==> src/rtl/axi_lite_arb_pkg.sv <==
// Shared types and the round-robin pick helper for the AXI4-Lite arbiter.
package axi_lite_arb_pkg;

  localparam int MAX_MASTERS = 8;
  localparam int PTR_W       = 3;

  typedef enum logic [1:0] {
    WR_IDLE = 2'd0,
    WR_ADDR = 2'd1,
    WR_RESP = 2'd2
  } wr_state_e;

  typedef enum logic [1:0] {
    RD_IDLE = 2'd0,
    RD_ADDR = 2'd1,
    RD_DATA = 2'd2
  } rd_state_e;

  typedef enum logic [1:0] {
    OKAY   = 2'd0,
    EXOKAY = 2'd1,
    SLVERR = 2'd2,
    DECERR = 2'd3
  } axi_resp_e;

  // First requester at or after ptr wins; unused upper request bits must be zero.
  function automatic logic [MAX_MASTERS-1:0] rr_pick(input logic [MAX_MASTERS-1:0] req,
                                                     input logic [PTR_W-1:0]       ptr);
    logic [MAX_MASTERS-1:0] gnt;
    logic                   found;
    gnt   = '0;
    found = 1'b0;
    for (int i = 0; i < MAX_MASTERS; i++) begin
      if (!found && (i >= int'(ptr)) && req[i]) begin
        gnt[i] = 1'b1;
        found  = 1'b1;
      end
    end
    for (int i = 0; i < MAX_MASTERS; i++) begin
      if (!found && (i < int'(ptr)) && req[i]) begin
        gnt[i] = 1'b1;
        found  = 1'b1;
      end
    end
    return gnt;
  endfunction

endpackage

==> src/rtl/rr_arbiter.sv <==
// Round-robin arbiter: combinational one-hot pick, pointer moves past the served master.
module rr_arbiter
  import axi_lite_arb_pkg::*;
#(
  parameter int N = 2
) (
  input  logic         clk,
  input  logic         rst_n,
  input  logic [N-1:0] req,
  input  logic         advance,
  input  logic [N-1:0] served,
  output logic [N-1:0] grant
);

  logic [PTR_W-1:0]       ptr_q;
  logic [PTR_W-1:0]       ptr_d;
  logic [MAX_MASTERS-1:0] req_ext;
  logic [MAX_MASTERS-1:0] pick;
  logic                   unused_pick;

  always_comb begin
    req_ext        = '0;
    req_ext[N-1:0] = req;
    pick           = rr_pick(req_ext, ptr_q);
    grant          = pick[N-1:0];
  end

  assign unused_pick = ^pick;

  // Pointer lands on the master after the one just served, wrapping at N.
  always_comb begin
    ptr_d = ptr_q;
    for (int i = 0; i < N; i++) begin
      ptr_d = (advance && served[i]) ? ((i == N-1) ? '0 : PTR_W'(i + 1)) : ptr_d;
    end
  end

  always_ff @(posedge clk or negedge rst_n) begin
    if (!rst_n) begin
      ptr_q <= '0;
    end else begin
      ptr_q <= ptr_d;
    end
  end

endmodule

==> src/rtl/axi_lite_arbiter.sv <==
// N-to-1 AXI4-Lite arbiter with independent round-robin write and read paths,
// one outstanding transaction per direction, combinational forwarding once granted.
module axi_lite_arbiter
  import axi_lite_arb_pkg::*;
#(
  parameter int NUM_MASTERS = 2,
  parameter int ADDR_WIDTH  = 32,
  parameter int DATA_WIDTH  = 32
) (
  input  logic                                    aclk,
  input  logic                                    aresetn,
  input  logic [NUM_MASTERS*ADDR_WIDTH-1:0]       s_awaddr,
  input  logic [NUM_MASTERS*3-1:0]                s_awprot,
  input  logic [NUM_MASTERS-1:0]                  s_awvalid,
  output logic [NUM_MASTERS-1:0]                  s_awready,
  input  logic [NUM_MASTERS*DATA_WIDTH-1:0]       s_wdata,
  input  logic [NUM_MASTERS*(DATA_WIDTH/8)-1:0]   s_wstrb,
  input  logic [NUM_MASTERS-1:0]                  s_wvalid,
  output logic [NUM_MASTERS-1:0]                  s_wready,
  output logic [1:0]                              s_bresp,
  output logic [NUM_MASTERS-1:0]                  s_bvalid,
  input  logic [NUM_MASTERS-1:0]                  s_bready,
  input  logic [NUM_MASTERS*ADDR_WIDTH-1:0]       s_araddr,
  input  logic [NUM_MASTERS*3-1:0]                s_arprot,
  input  logic [NUM_MASTERS-1:0]                  s_arvalid,
  output logic [NUM_MASTERS-1:0]                  s_arready,
  output logic [DATA_WIDTH-1:0]                   s_rdata,
  output logic [1:0]                              s_rresp,
  output logic [NUM_MASTERS-1:0]                  s_rvalid,
  input  logic [NUM_MASTERS-1:0]                  s_rready,
  output logic [ADDR_WIDTH-1:0]                   m_awaddr,
  output logic [2:0]                              m_awprot,
  output logic                                    m_awvalid,
  input  logic                                    m_awready,
  output logic [DATA_WIDTH-1:0]                   m_wdata,
  output logic [DATA_WIDTH/8-1:0]                 m_wstrb,
  output logic                                    m_wvalid,
  input  logic                                    m_wready,
  input  logic [1:0]                              m_bresp,
  input  logic                                    m_bvalid,
  output logic                                    m_bready,
  output logic [ADDR_WIDTH-1:0]                   m_araddr,
  output logic [2:0]                              m_arprot,
  output logic                                    m_arvalid,
  input  logic                                    m_arready,
  input  logic [DATA_WIDTH-1:0]                   m_rdata,
  input  logic [1:0]                              m_rresp,
  input  logic                                    m_rvalid,
  output logic                                    m_rready,
  output logic [NUM_MASTERS-1:0]                  wr_grant,
  output logic [NUM_MASTERS-1:0]                  rd_grant
);

  localparam int N      = NUM_MASTERS;
  localparam int STRB_W = DATA_WIDTH / 8;

  wr_state_e    wr_state_q, wr_state_d;
  logic [N-1:0] wr_grant_q, wr_grant_d;
  logic         aw_done_q, aw_done_d;
  logic         w_done_q, w_done_d;
  logic         wr_adv;
  logic         aw_hs, w_hs;
  logic [N-1:0] wr_pick;

  rd_state_e    rd_state_q, rd_state_d;
  logic [N-1:0] rd_grant_q, rd_grant_d;
  logic         rd_adv;
  logic [N-1:0] rd_pick;

  rr_arbiter #(.N(N)) u_wr_arb (
    .clk     (aclk),
    .rst_n   (aresetn),
    .req     (s_awvalid),
    .advance (wr_adv),
    .served  (wr_grant_q),
    .grant   (wr_pick)
  );

  rr_arbiter #(.N(N)) u_rd_arb (
    .clk     (aclk),
    .rst_n   (aresetn),
    .req     (s_arvalid),
    .advance (rd_adv),
    .served  (rd_grant_q),
    .grant   (rd_pick)
  );

  // Write path: next state plus AND-OR muxing from the one-hot grant.
  always_comb begin
    wr_state_d = wr_state_q;
    wr_grant_d = wr_grant_q;
    aw_done_d  = aw_done_q;
    w_done_d   = w_done_q;
    wr_adv     = 1'b0;
    aw_hs      = 1'b0;
    w_hs       = 1'b0;
    m_awaddr   = '0;
    m_awprot   = '0;
    m_awvalid  = 1'b0;
    m_wdata    = '0;
    m_wstrb    = '0;
    m_wvalid   = 1'b0;
    m_bready   = 1'b0;
    s_awready  = '0;
    s_wready   = '0;
    s_bvalid   = '0;
    s_bresp    = 2'b00;
    case (wr_state_q)
      WR_IDLE: begin
        if (|s_awvalid) begin
          wr_grant_d = wr_pick;
          aw_done_d  = 1'b0;
          w_done_d   = 1'b0;
          wr_state_d = WR_ADDR;
        end else begin
          wr_grant_d = '0;
        end
      end
      WR_ADDR: begin
        for (int i = 0; i < N; i++) begin
          m_awaddr = m_awaddr | (s_awaddr[i*ADDR_WIDTH +: ADDR_WIDTH] & {ADDR_WIDTH{wr_grant_q[i]}});
          m_awprot = m_awprot | (s_awprot[i*3 +: 3] & {3{wr_grant_q[i]}});
          m_wdata  = m_wdata  | (s_wdata[i*DATA_WIDTH +: DATA_WIDTH] & {DATA_WIDTH{wr_grant_q[i]}});
          m_wstrb  = m_wstrb  | (s_wstrb[i*STRB_W +: STRB_W] & {STRB_W{wr_grant_q[i]}});
        end
        m_awvalid = (|(s_awvalid & wr_grant_q)) & ~aw_done_q;
        m_wvalid  = (|(s_wvalid & wr_grant_q)) & ~w_done_q;
        s_awready = wr_grant_q & {N{m_awready & ~aw_done_q}};
        s_wready  = wr_grant_q & {N{m_wready & ~w_done_q}};
        aw_hs     = m_awvalid & m_awready;
        w_hs      = m_wvalid & m_wready;
        aw_done_d = aw_done_q | aw_hs;
        w_done_d  = w_done_q | w_hs;
        if ((aw_done_q | aw_hs) && (w_done_q | w_hs)) begin
          wr_state_d = WR_RESP;
        end else begin
          wr_state_d = WR_ADDR;
        end
      end
      WR_RESP: begin
        m_bready = |(s_bready & wr_grant_q);
        s_bvalid = wr_grant_q & {N{m_bvalid}};
        s_bresp  = m_bresp;
        if (m_bvalid && m_bready) begin
          wr_adv     = 1'b1;
          wr_grant_d = '0;
          wr_state_d = WR_IDLE;
        end else begin
          wr_state_d = WR_RESP;
        end
      end
      default: begin
        wr_grant_d = '0;
        wr_state_d = WR_IDLE;
      end
    endcase
  end

  always_ff @(posedge aclk or negedge aresetn) begin
    if (!aresetn) begin
      wr_state_q <= WR_IDLE;
      wr_grant_q <= '0;
      aw_done_q  <= 1'b0;
      w_done_q   <= 1'b0;
    end else begin
      wr_state_q <= wr_state_d;
      wr_grant_q <= wr_grant_d;
      aw_done_q  <= aw_done_d;
      w_done_q   <= w_done_d;
    end
  end

  // Read path: one address handshake, then forward R to the granted master.
  always_comb begin
    rd_state_d = rd_state_q;
    rd_grant_d = rd_grant_q;
    rd_adv     = 1'b0;
    m_araddr   = '0;
    m_arprot   = '0;
    m_arvalid  = 1'b0;
    m_rready   = 1'b0;
    s_arready  = '0;
    s_rvalid   = '0;
    s_rdata    = '0;
    s_rresp    = 2'b00;
    case (rd_state_q)
      RD_IDLE: begin
        if (|s_arvalid) begin
          rd_grant_d = rd_pick;
          rd_state_d = RD_ADDR;
        end else begin
          rd_grant_d = '0;
        end
      end
      RD_ADDR: begin
        for (int i = 0; i < N; i++) begin
          m_araddr = m_araddr | (s_araddr[i*ADDR_WIDTH +: ADDR_WIDTH] & {ADDR_WIDTH{rd_grant_q[i]}});
          m_arprot = m_arprot | (s_arprot[i*3 +: 3] & {3{rd_grant_q[i]}});
        end
        m_arvalid = |(s_arvalid & rd_grant_q);
        s_arready = rd_grant_q & {N{m_arready}};
        if (m_arvalid && m_arready) begin
          rd_state_d = RD_DATA;
        end else begin
          rd_state_d = RD_ADDR;
        end
      end
      RD_DATA: begin
        m_rready = |(s_rready & rd_grant_q);
        s_rvalid = rd_grant_q & {N{m_rvalid}};
        s_rdata  = m_rdata;
        s_rresp  = m_rresp;
        if (m_rvalid && m_rready) begin
          rd_adv     = 1'b1;
          rd_grant_d = '0;
          rd_state_d = RD_IDLE;
        end else begin
          rd_state_d = RD_DATA;
        end
      end
      default: begin
        rd_grant_d = '0;
        rd_state_d = RD_IDLE;
      end
    endcase
  end

  always_ff @(posedge aclk or negedge aresetn) begin
    if (!aresetn) begin
      rd_state_q <= RD_IDLE;
      rd_grant_q <= '0;
    end else begin
      rd_state_q <= rd_state_d;
      rd_grant_q <= rd_grant_d;
    end
  end

  assign wr_grant = wr_grant_q;
  assign rd_grant = rd_grant_q;

endmodule
==> config.mk <==
export PLATFORM = sky130hd
export DESIGN_NAME = axi_lite_arbiter
export DESIGN_NICKNAME = d
export VERILOG_FILES = /design/src/rtl/axi_lite_arb_pkg.sv /design/src/rtl/rr_arbiter.sv /design/src/rtl/axi_lite_arbiter.sv
export SDC_FILE = /design/constraint.sdc
export NUM_CORES = 1
export LEC_CHECK = 0
export ABC_AREA = 1
export BUFFER_PORTS_ARGS = -buffer_cell sky130_fd_sc_hd__buf_2
export CAP_MARGIN = 10
export CORE_AREA = 2 2 167 169
export CTS_CLUSTER_DIAMETER = 30
export CTS_CLUSTER_SIZE = 10
export DETAILED_ROUTE_END_ITERATION = 10
export DIE_AREA = 0 0 169 171
export PLACE_DENSITY = 0.38
export SYNTH_ARGS = -nofsm -noshare
export SYNTH_HDL_FRONTEND = slang
export SYNTH_HIERARCHICAL = 1
export SYNTH_SLANG_ARGS = --single-unit
==> constraint.sdc <==
create_clock -name aclk -period 3.35 [get_ports aclk]
set_clock_uncertainty 0.1 [all_clocks]
set_input_delay 0.67 -clock aclk [delete_from_list [all_inputs] [get_ports aclk]]
set_output_delay 0.67 -clock aclk [all_outputs]
set_load 0.02 [all_outputs]
; ---- After elaboration in Yosys (flattened, before gate mapping)
; Index checks and enable logic that the tools add are counted.
; W data, S select, Z words.
[word_totals]
ff_bits = 16
in_bits = 265
out_inout_bits = 161
word_cells = 163
[op_classes]
magnitude_cmp = 8
eq_ne = 8
n_mux = 56
bitwise_logic = 40
n_reduce_logical = 43
[ops]
columns = cell, count
row1 = $and A32 B32 Y32, 6
row2 = $mux W32, 4
row3 = $or A32 B32 Y32, 3
row4 = $mux W2, 17
row5 = $pmux W2 S3, 4
row6 = $logic_and A1 B1 Y1, 22
row7 = $mux W1, 22
row8 = $and A2 B2 Y2, 10
row9 = $mux W3, 6
row10 = $reduce_or A2 Y1, 7
row11 = $and A3 B3 Y3, 4
row12 = $ge A1 B3 Y1 const A, 4
row13 = $lt A1 B3 Y1 const A, 4
row14 = $and A4 B4 Y4, 2
row15 = $ne A2 B2 Y1 const B, 4
row16 = $and A1 B1 Y1, 6
row17 = $logic_not A1 Y1, 6
row18 = $or A3 B3 Y3, 2
row19 = $reduce_and A2 Y1, 3
row20 = $reduce_bool A2 Y1, 3
row21 = $eq A2 B1 Y1 const B, 2
row22 = $eq A2 B2 Y1 const B, 2
row23 = $logic_not A2 Y1, 2
row24 = $mux W4, 1
row25 = 4 further kinds, 9

; ---- Logic depth before layout (Yosys ltp)
; Gate-level depths: netlist of the first run.
[logic_depth]
depth_word = 17
mapped_depth = 9
depth_no_buf = 8

; ---- By module
; Netlist of the first run, hierarchy kept.
[by_module_without_submodules]
columns = mod, instances, cells_per_inst, area_each_um2, seq_area_each_um2
row1 = axi_lite_arbiter, 1, 539, 2662.6, 250.2
row2 = rr_arbiter, 2, 9, 62.6, 25.0

; ---- Least setup slack after synthesis of the first run
; No wires, ideal clock.
[synth_path]
kind = register to output
from = register wr_grant_q[1] (netlist: wr_grant[1])
to = output port m_wdata[19]
arrival_ns = 1.339
required_time_ns = 2.580
setup_slack_ns = 1.241
stages_incl_launch_ff = 5
path_buffers = 2
path_cell_list = dfrtp_1 > buf_2 > buf_2 > nand2_1 > a21oi_1
[synth_via]
elab_chain_cells = 3
[synth_lines]
columns = element, line
row1 = start: declaration, axi_lite_arbiter.sv:58  ; logic [N-1:0] wr_grant_q, wr_grant_d;
row2 = start signal: assignment, axi_lite_arbiter.sv:167  ; wr_grant_q <= wr_grant_d;
row3 = $and A32 B32 Y32, axi_lite_arbiter.sv:123  ; m_wdata = m_wdata | (s_wdata[i*DATA_WIDTH +: DATA_WIDTH] & {DATA_WIDTH{wr_grant_q[i]}});
row4 = $or A32 B32 Y32, axi_lite_arbiter.sv:123
row5 = $mux W32, axi_lite_arbiter.sv:108  ; case (wr_state_q)
row6 = end: declaration, axi_lite_arbiter.sv:35  ; output logic [DATA_WIDTH-1:0] m_wdata,
; No other way between the ends.

; ---- Worst setup path in the final report of the first run
[layout_path]
from = register wr_state_q[1]
to = output port m_wdata[31]
[layout_via]
elab_chain_cells = 2
[layout_lines]
columns = element, line
row1 = start: declaration, axi_lite_arbiter.sv:57  ; wr_state_e wr_state_q, wr_state_d;
row2 = start signal: assignment, axi_lite_arbiter.sv:166  ; wr_state_q <= wr_state_d;
row3 = $eq A2 B1 Y1, axi_lite_arbiter.sv:108
row4 = $mux W32, axi_lite_arbiter.sv:108
; No other way between the ends.

==> flow_summary_export.csv, run 1 <==
group,metric,value,unit
yosys,syn-instance-count,557,
yosys,synthMuxAreaShare,0,%
die,die-area,28900,sq um
worst_setup_path,endpoint_kind,"output port",
die,core_region_area,27300,sq um
worst_setup_path,startpoint,"wr_state_q[1]$_DFFE_PN0P_",
final_layout,drive_gt1_share,52.1,%
final_layout,syn_to_final_growth,92.8,%
detailed_routing,drt_pass1_iterations,4,
hold_path,hold_class,"input port to asynchronous set/reset pin",
yosys,synthesis.nets,822,
yosys,seq_area_frac_synth,10.8,%
placed_design,dp.cells,1306,
placed_design,numPortBuffers,425,
die,die_x,169,microns
sta,clock.fmax,372,MHz
detailed_routing,antenna_left,0,
clocking,cts_made_buffers,3,
detailed_routing,routedWlPerCell,12.1,microns
global_route,grt_pass1_wl,22800,microns
worst_setup_path,worst-r2r-setup-slack,1560,ps
global_route,grt_overflow,0,
sta,grt_setup_unrepaired,"no",
power,netSwitchingFraction,62.4,%
placed_design,gp_congestion,0.814,
run_status,outcome,"complete, no violations",
die,die_h,171,microns
power,power.density,715,nW/um^2
clocking,htreeDepth,1,
sta,finalCritPeriodShare,80.3,%
global_route,antenna_found_initial,2,
placed_design,placed_cell_area,5280,sq um
global_route,grt.total_usage,9.64,%
clocking,cts_root_buffer,"clkbuf_16",
die,initial_core_util,10.2,%
power,leakage,3.11,nW
yosys,syn_area_per_cell,5.00,sq um
worst_setup_path,timing.rr.start,"wr_grant[1]$_DFFE_PN0P_",
clocking,hold_buffers,0,
final_layout,final_area,5370,sq um
sta,worstMarginPinSlew,626,ps
worst_setup_path,required,2580,ps
sta,finalSetupViolCount,0,
sta,final_hold_viol_count,0,
detailed_routing,vias_per_cell,3.67,
sta,slew_viol_final,0,
clocking,clk_latency,230,ps
clocking,cts_tree,"done",
detailed_routing,dr_total_vias,4808,
sta,period_minus_slack,2690,ps
yosys,yosysUniqueCellTypes,17,
yosys,synthAdderAreaFrac,0,%
yosys,synth-xor-area-share,0,%
worst_setup_path,worstSetupEndpoint,"m_wdata[31]",
worst_setup_path,cp.arrival,1920,ps
final_layout,fillers,3213,
power,peakVddDrop,263,uV
worst_setup_path,worstSetupPathType,"flip-flop to output port",
yosys,ys_warn_count,6,
power,total_power,3.84,mW
global_route,grt_pass1_vias,4484,
clocking,postCtsSetupBuffers,0,
global_route,grt_max_degree,42,
clocking,clkTransAtPathRegs,40,ps
sta,max_slew_margin,58.3,%
yosys,ys_seq_elements,12,
detailed_routing,routed_wl,15800,microns
yosys,netlist_area,2790,sq um
final_layout,fin_nets,1230,
power,share_comb_of_total_power,84.8,%
clocking,clock_sinks,12,
worst_setup_path,startpoint_type,"flip-flop",
detailed_routing,drc,0,
yosys,synth_top_family_by_area,"simple AND/OR/NAND/NOR gates",
die,rows,61,
power,clockPowerShare,6.2,%
clocking,cts.repair.resized,0,
final_layout,fin_cells,1311,
sta,totalNegativeSetupSlack,0,ps
power,p_seq_share,9.0,%
yosys,synth-simple-area-share,45.2,%
worst_setup_path,reg2reg_depth,7,
yosys,synth_compound_area_share,28.3,%
sta,timing.hold.ws,221,ps
worst_setup_path,crit_path_max_fanout,28,
placed_design,dp_hpwl,13400,microns
worst_setup_path,r2r-end,"u_wr_arb/ptr_q[0]$_DFFE_PN0P_",
detailed_routing,drt_iter0_drc,189,
job,cap_viol_max_count,0,
die,io-pin-count,426,
power,p_int,1.44,mW
power,switching_power,2.40,mW
clocking,cts_buffer_depth,2,
layer usage:
metal	global-route usage, %	share of wire [%]
met1	11.0	40
met2	18.9	52
met3	1.64	7.5
met4	1.67	1.3
met5	0	0
power by group through the flow:
| stage | Sequential, mW | Combinational [mW] | Clock, mW |
|---|---|---|---|
| finish | 0.345 | 3.26 | 0.239 |
| global placement | 0.357 | 3.32 | 0 |
| CTS | 0.356 | 3.30 | 0.249 |
| global route | 0.367 | 3.56 | 0.258 |
| floorplan | 0.270 | 2.29 | 0 |
| detailed placement | 0.357 | 3.29 | 0 |
kinds of logic after synthesis:
group | after synthesis
AND/OR/NAND/NOR | 331
flip-flops | 12
AO/OA/AOI/OAI | 118
buffers and inverters | 96
synthesized netlist by cell type (all sizes together):
cell	instances	area share, %
nand2	272	37
a21oi	108	26
inv	56	7.5
nor2	52	7.3
buf	33	7.3
dfrtp	12	11
clkbuf	7	0.94
o21ai	5	0.90
a21boi	4	1.1
nor3	4	0.72
nand3	3	0.54
a31oi	1	0.22
registers in the layout (all words and copies together) (netlist names):
| signal | cells |
|---|---|
| wr_grant | 2 |
| rd_state_q | 2 |
| wr_state_q | 2 |
| u_rd_arb/ptr_q | 1 |
| rd_grant | 2 |
| u_wr_arb/ptr_q | 1 |
| w_done_q | 1 |
| aw_done_q | 1 |
layout by cell type (no fill, tap or decap):
cell,instances
nor2_1,51
buf_12,2
a21oi_1,58
dfrtp_1,10
nor3_1,4
a21oi_2,50
diode_2,1
o21ai_0,5
nand2_1,272
dfrtp_2,2
buf_4,16
nor2_4,1
clkinv_2,1
inv_2,1
clkbuf_16,3
a31oi_1,1
buf_2,425
a21boi_0,2
clkbuf_8,1
nand3_1,3
inv_1,54
a21boi_1,2
final cells by class:
cell class / instances / area [sq um] / share of cell area, %
repair buffers: 443 / 2290 / 42.6
multi-input cells: 449 / 2050 / 38.1
well taps: 346 / 433 / 8.06
flip-flops and latches: 12 / 303 / 5.63
inverters: 56 / 211 / 3.93
clock buffers: 4 / 88.8 / 1.65
diodes: 1 / 2.50 / 0.0466
worst max-delay path, stage by stage (launching register included):
cell      delay [ps]
dfrtp_1          400
nor2_4           190
clkinv_2         380
buf_4            340
a21oi_1          170
buf_2            190
worst min path at each step:
| stage | to | slack, ps | from |
|---|---|---|---|
| floorplan | aw_done_q$_DFFE_PN0P_ | 270 | aresetn |
| global placement | rd_state_q[0]$_DFFE_PN0P_ | 430 | rd_state_q[0]$_DFFE_PN0P_ |
| detailed placement | rd_state_q[0]$_DFFE_PN0P_ | 420 | rd_state_q[0]$_DFFE_PN0P_ |
| CTS | rd_grant[0]$_DFFE_PN0P_ | 230 | aresetn |
| global route | rd_grant[0]$_DFFE_PN0P_ | 240 | aresetn |
| finish | rd_grant[0]$_DFFE_PN0P_ | 220 | aresetn |
stage by stage:
stage	worst slack [ps]	util (%)
3_5_place_dp	909	19.3
3_3_place_gp	978	19.3
2_1_floorplan	1240	-
6_report	661	19.7
4_1_cts	652	19.7
5_1_grt	512	19.7
No activity file was read; power rests on OpenSTA's default activity.
==> inputs of run 2 (changes only) <==
- CORE_AREA: 2 2 167 169 -> 2 2 168 170
- DIE_AREA: 0 0 169 171 -> 0 0 170 172
- clock period: 3.35 -> 2.7 ns (I/O delays scaled with it)
==> run 2 against run 1 <==
Against the previous run: clock power grew 27%; worst hold slack lost 130 ps; die area grew 1.2%; largest power group unchanged; combinational power grew 27%; total power grew 25%; count of clock-buffer cells in the layout is the same; critical endpoint is now m_wdata[4]; largest cell class unchanged; critical path type unchanged; highest routed layer unchanged.
==> flow_summary_export.csv, run 2 (synthesis results as in run 1) <==
group,metric,value,unit
worst_setup_path,crit_path_max_fanout,75,
power,netSwitchingFraction,62.1,%
hold_path,hold_class,"input port to asynchronous set/reset pin",
placed_design,placed_cell_area,5310,sq um
power,total_power,4.81,mW
final_layout,final_area,5390,sq um
worst_setup_path,crit_chain,"nor2_4 -> clkinv_2 -> buf_12 -> a21oi_2 -> buf_2",
global_route,grt_overflow,0,
detailed_routing,vias_per_cell,3.64,
clocking,clk_latency,240,ps
detailed_routing,antenna_left,0,
power,p_int,1.82,mW
detailed_routing,drt_pass1_iterations,4,
worst_setup_path,cp.arrival,1640,ps
power,p_seq_share,7.4,%
final_layout,n_antenna_cell,0,
power,share_comb_of_total_power,86.2,%
sta,worstMarginPinSlew,482,ps
die,initial_core_util,10.1,%
die,io-pin-count,426,
worst_setup_path,cpPeakStageDelay,400,ps
worst_setup_path,worstSetupPathType,"flip-flop to output port",
placed_design,place_ws,671,ps
detailed_routing,drt_iter0_drc,120,
detailed_routing,routedWlPerCell,12.0,microns
final_layout,fin_nets,1228,
sta,final_hold_viol_count,0,
worst_setup_path,startpoint_type,"flip-flop",
sta,totalNegativeSetupSlack,0,ps
worst_setup_path,endpoint_kind,"output port",
die,die_x,170,microns
sta,clock.fmax,439,MHz
sta,grt_setup_unrepaired,"no",
detailed_routing,drc,0,
clocking,clkTransAtPathRegs,50,ps
worst_setup_path,slowest_stage,"dfrtp_1",
clocking,htreeDepth,1,
die,core_region_area,27500,sq um
placed_design,dp_hpwl,13100,microns
power,peakVddDrop,405,uV
power,leakage,3.11,nW
sta,period_minus_slack,2280,ps
worst_setup_path,required,2060,ps
clocking,cts.repair.resized,0,
job,cap_viol_max_count,0,
sta,finalSetupViolCount,0,
detailed_routing,routed_wl,15700,microns
die,rows,61,
power,switching_power,2.98,mW
sta,fin_ws,422,ps
clocking,cts_made_buffers,3,
run_status,outcome,"complete, no violations",
sta,max_slew_margin,67.9,%
placed_design,numPortBuffers,425,
sta,finalCritPeriodShare,84.4,%
global_route,antenna_found_initial,0,
final_layout,mostFrequentLayoutCells,"buf_2 (425), nand2_1 (272), a21oi_1 (58)",
power,power.density,891,nW/um^2
power,clockPowerShare,6.3,%
clocking,cts_buffer_depth,2,
clocking,cts_tree,"done",
clocking,clock_sinks,12,
global_route,grt_pass1_wl,22300,microns
global_route,grt.total_usage,9.37,%
sta,slew_viol_final,0,
final_layout,drive_gt1_share,52.0,%
clocking,hold_buffers,0,
placed_design,gp_congestion,0.754,
global_route,grt_max_degree,76,
detailed_routing,dr_total_vias,4757,
clocking,postCtsSetupBuffers,0,
global_route,grt_pass1_vias,4336,
final_layout,final_common_cell,"buf_2",
die,die_h,172,microns
final_layout,syn_to_final_growth,93.5,%
clocking,cts_root_buffer,"clkbuf_16",
die,die-area,29200,sq um
## run 2: final timing paths
check                                               start                             to  slack (ps)  depth (start not counted)
max in group asynchronous                         aresetn        wr_grant[1]$_DFFE_PN0P_        2150                          1
worst min-delay path                              aresetn          aw_done_q$_DFFE_PN0P_          90                          1
worst max-delay path            wr_state_q[1]$_DFFE_PN0P_                     m_wdata[4]         420                          5
worst max register to register    wr_grant[1]$_DFFE_PN0P_  u_wr_arb/ptr_q[0]$_DFFE_PN0P_         920                          8
worst min register to register  rd_state_q[0]$_DFFE_PN0P_      rd_state_q[0]$_DFFE_PN0P_         430                          1
min in group aclk               rd_state_q[0]$_DFFE_PN0P_      rd_state_q[0]$_DFFE_PN0P_         430                          1
## run 2: power by group through the flow
stage                     Clock, mW  Combinational [mW]  Sequential [mW]
after floorplan                   0                2.84            0.335
after global placement            0                4.24            0.365
after detailed placement          0                4.20            0.364
after CTS                     0.319                4.21            0.361
after global routing          0.326                4.55            0.379
final                         0.304                4.14            0.358
## run 2: per-layer routing
layer  part of all wire (%)  up-vias  wire (microns)  GRT usage [%]
met5                      0        -               0              0
met1                     40     2013            6360           10.9
met2                     52      220            8120           18.4
li1                       -     2520               -              -
met3                    7.5        4            1180           1.53
met4                   0.35        0              55           1.08
## run 2: final cells by class
class                           instances  area (sq um)
Inverter                               56           211
Clock buffer                            4          88.8
Fill cell                            3218         22100
Sequential cell                        12           303
Multi-Input combinational cell        449          2050
Tap cell                              346           433
Timing Repair Buffer                  441          2310
## run 2: per-stage QoR
step	utilization (%)	instances	hold slack [ps]
after floorplan	-	557	144
after global placement	19.3	1304	369
after detailed placement	19.3	1304	369
after CTS	19.6	1308	108
after global routing	19.6	1308	118
final	19.6	1308	93.0
## run 2: worst max-delay path, delay by kind of cell, from the launching register on
| kind | cells | cell delay [ps] |
|---|---|---|
| and+or+nand+nor | 1 | 200 |
| buffers and inverters | 3 | 500 |
| DFF | 1 | 400 |
| AOI/OAI and AO/OA | 1 | 210 |
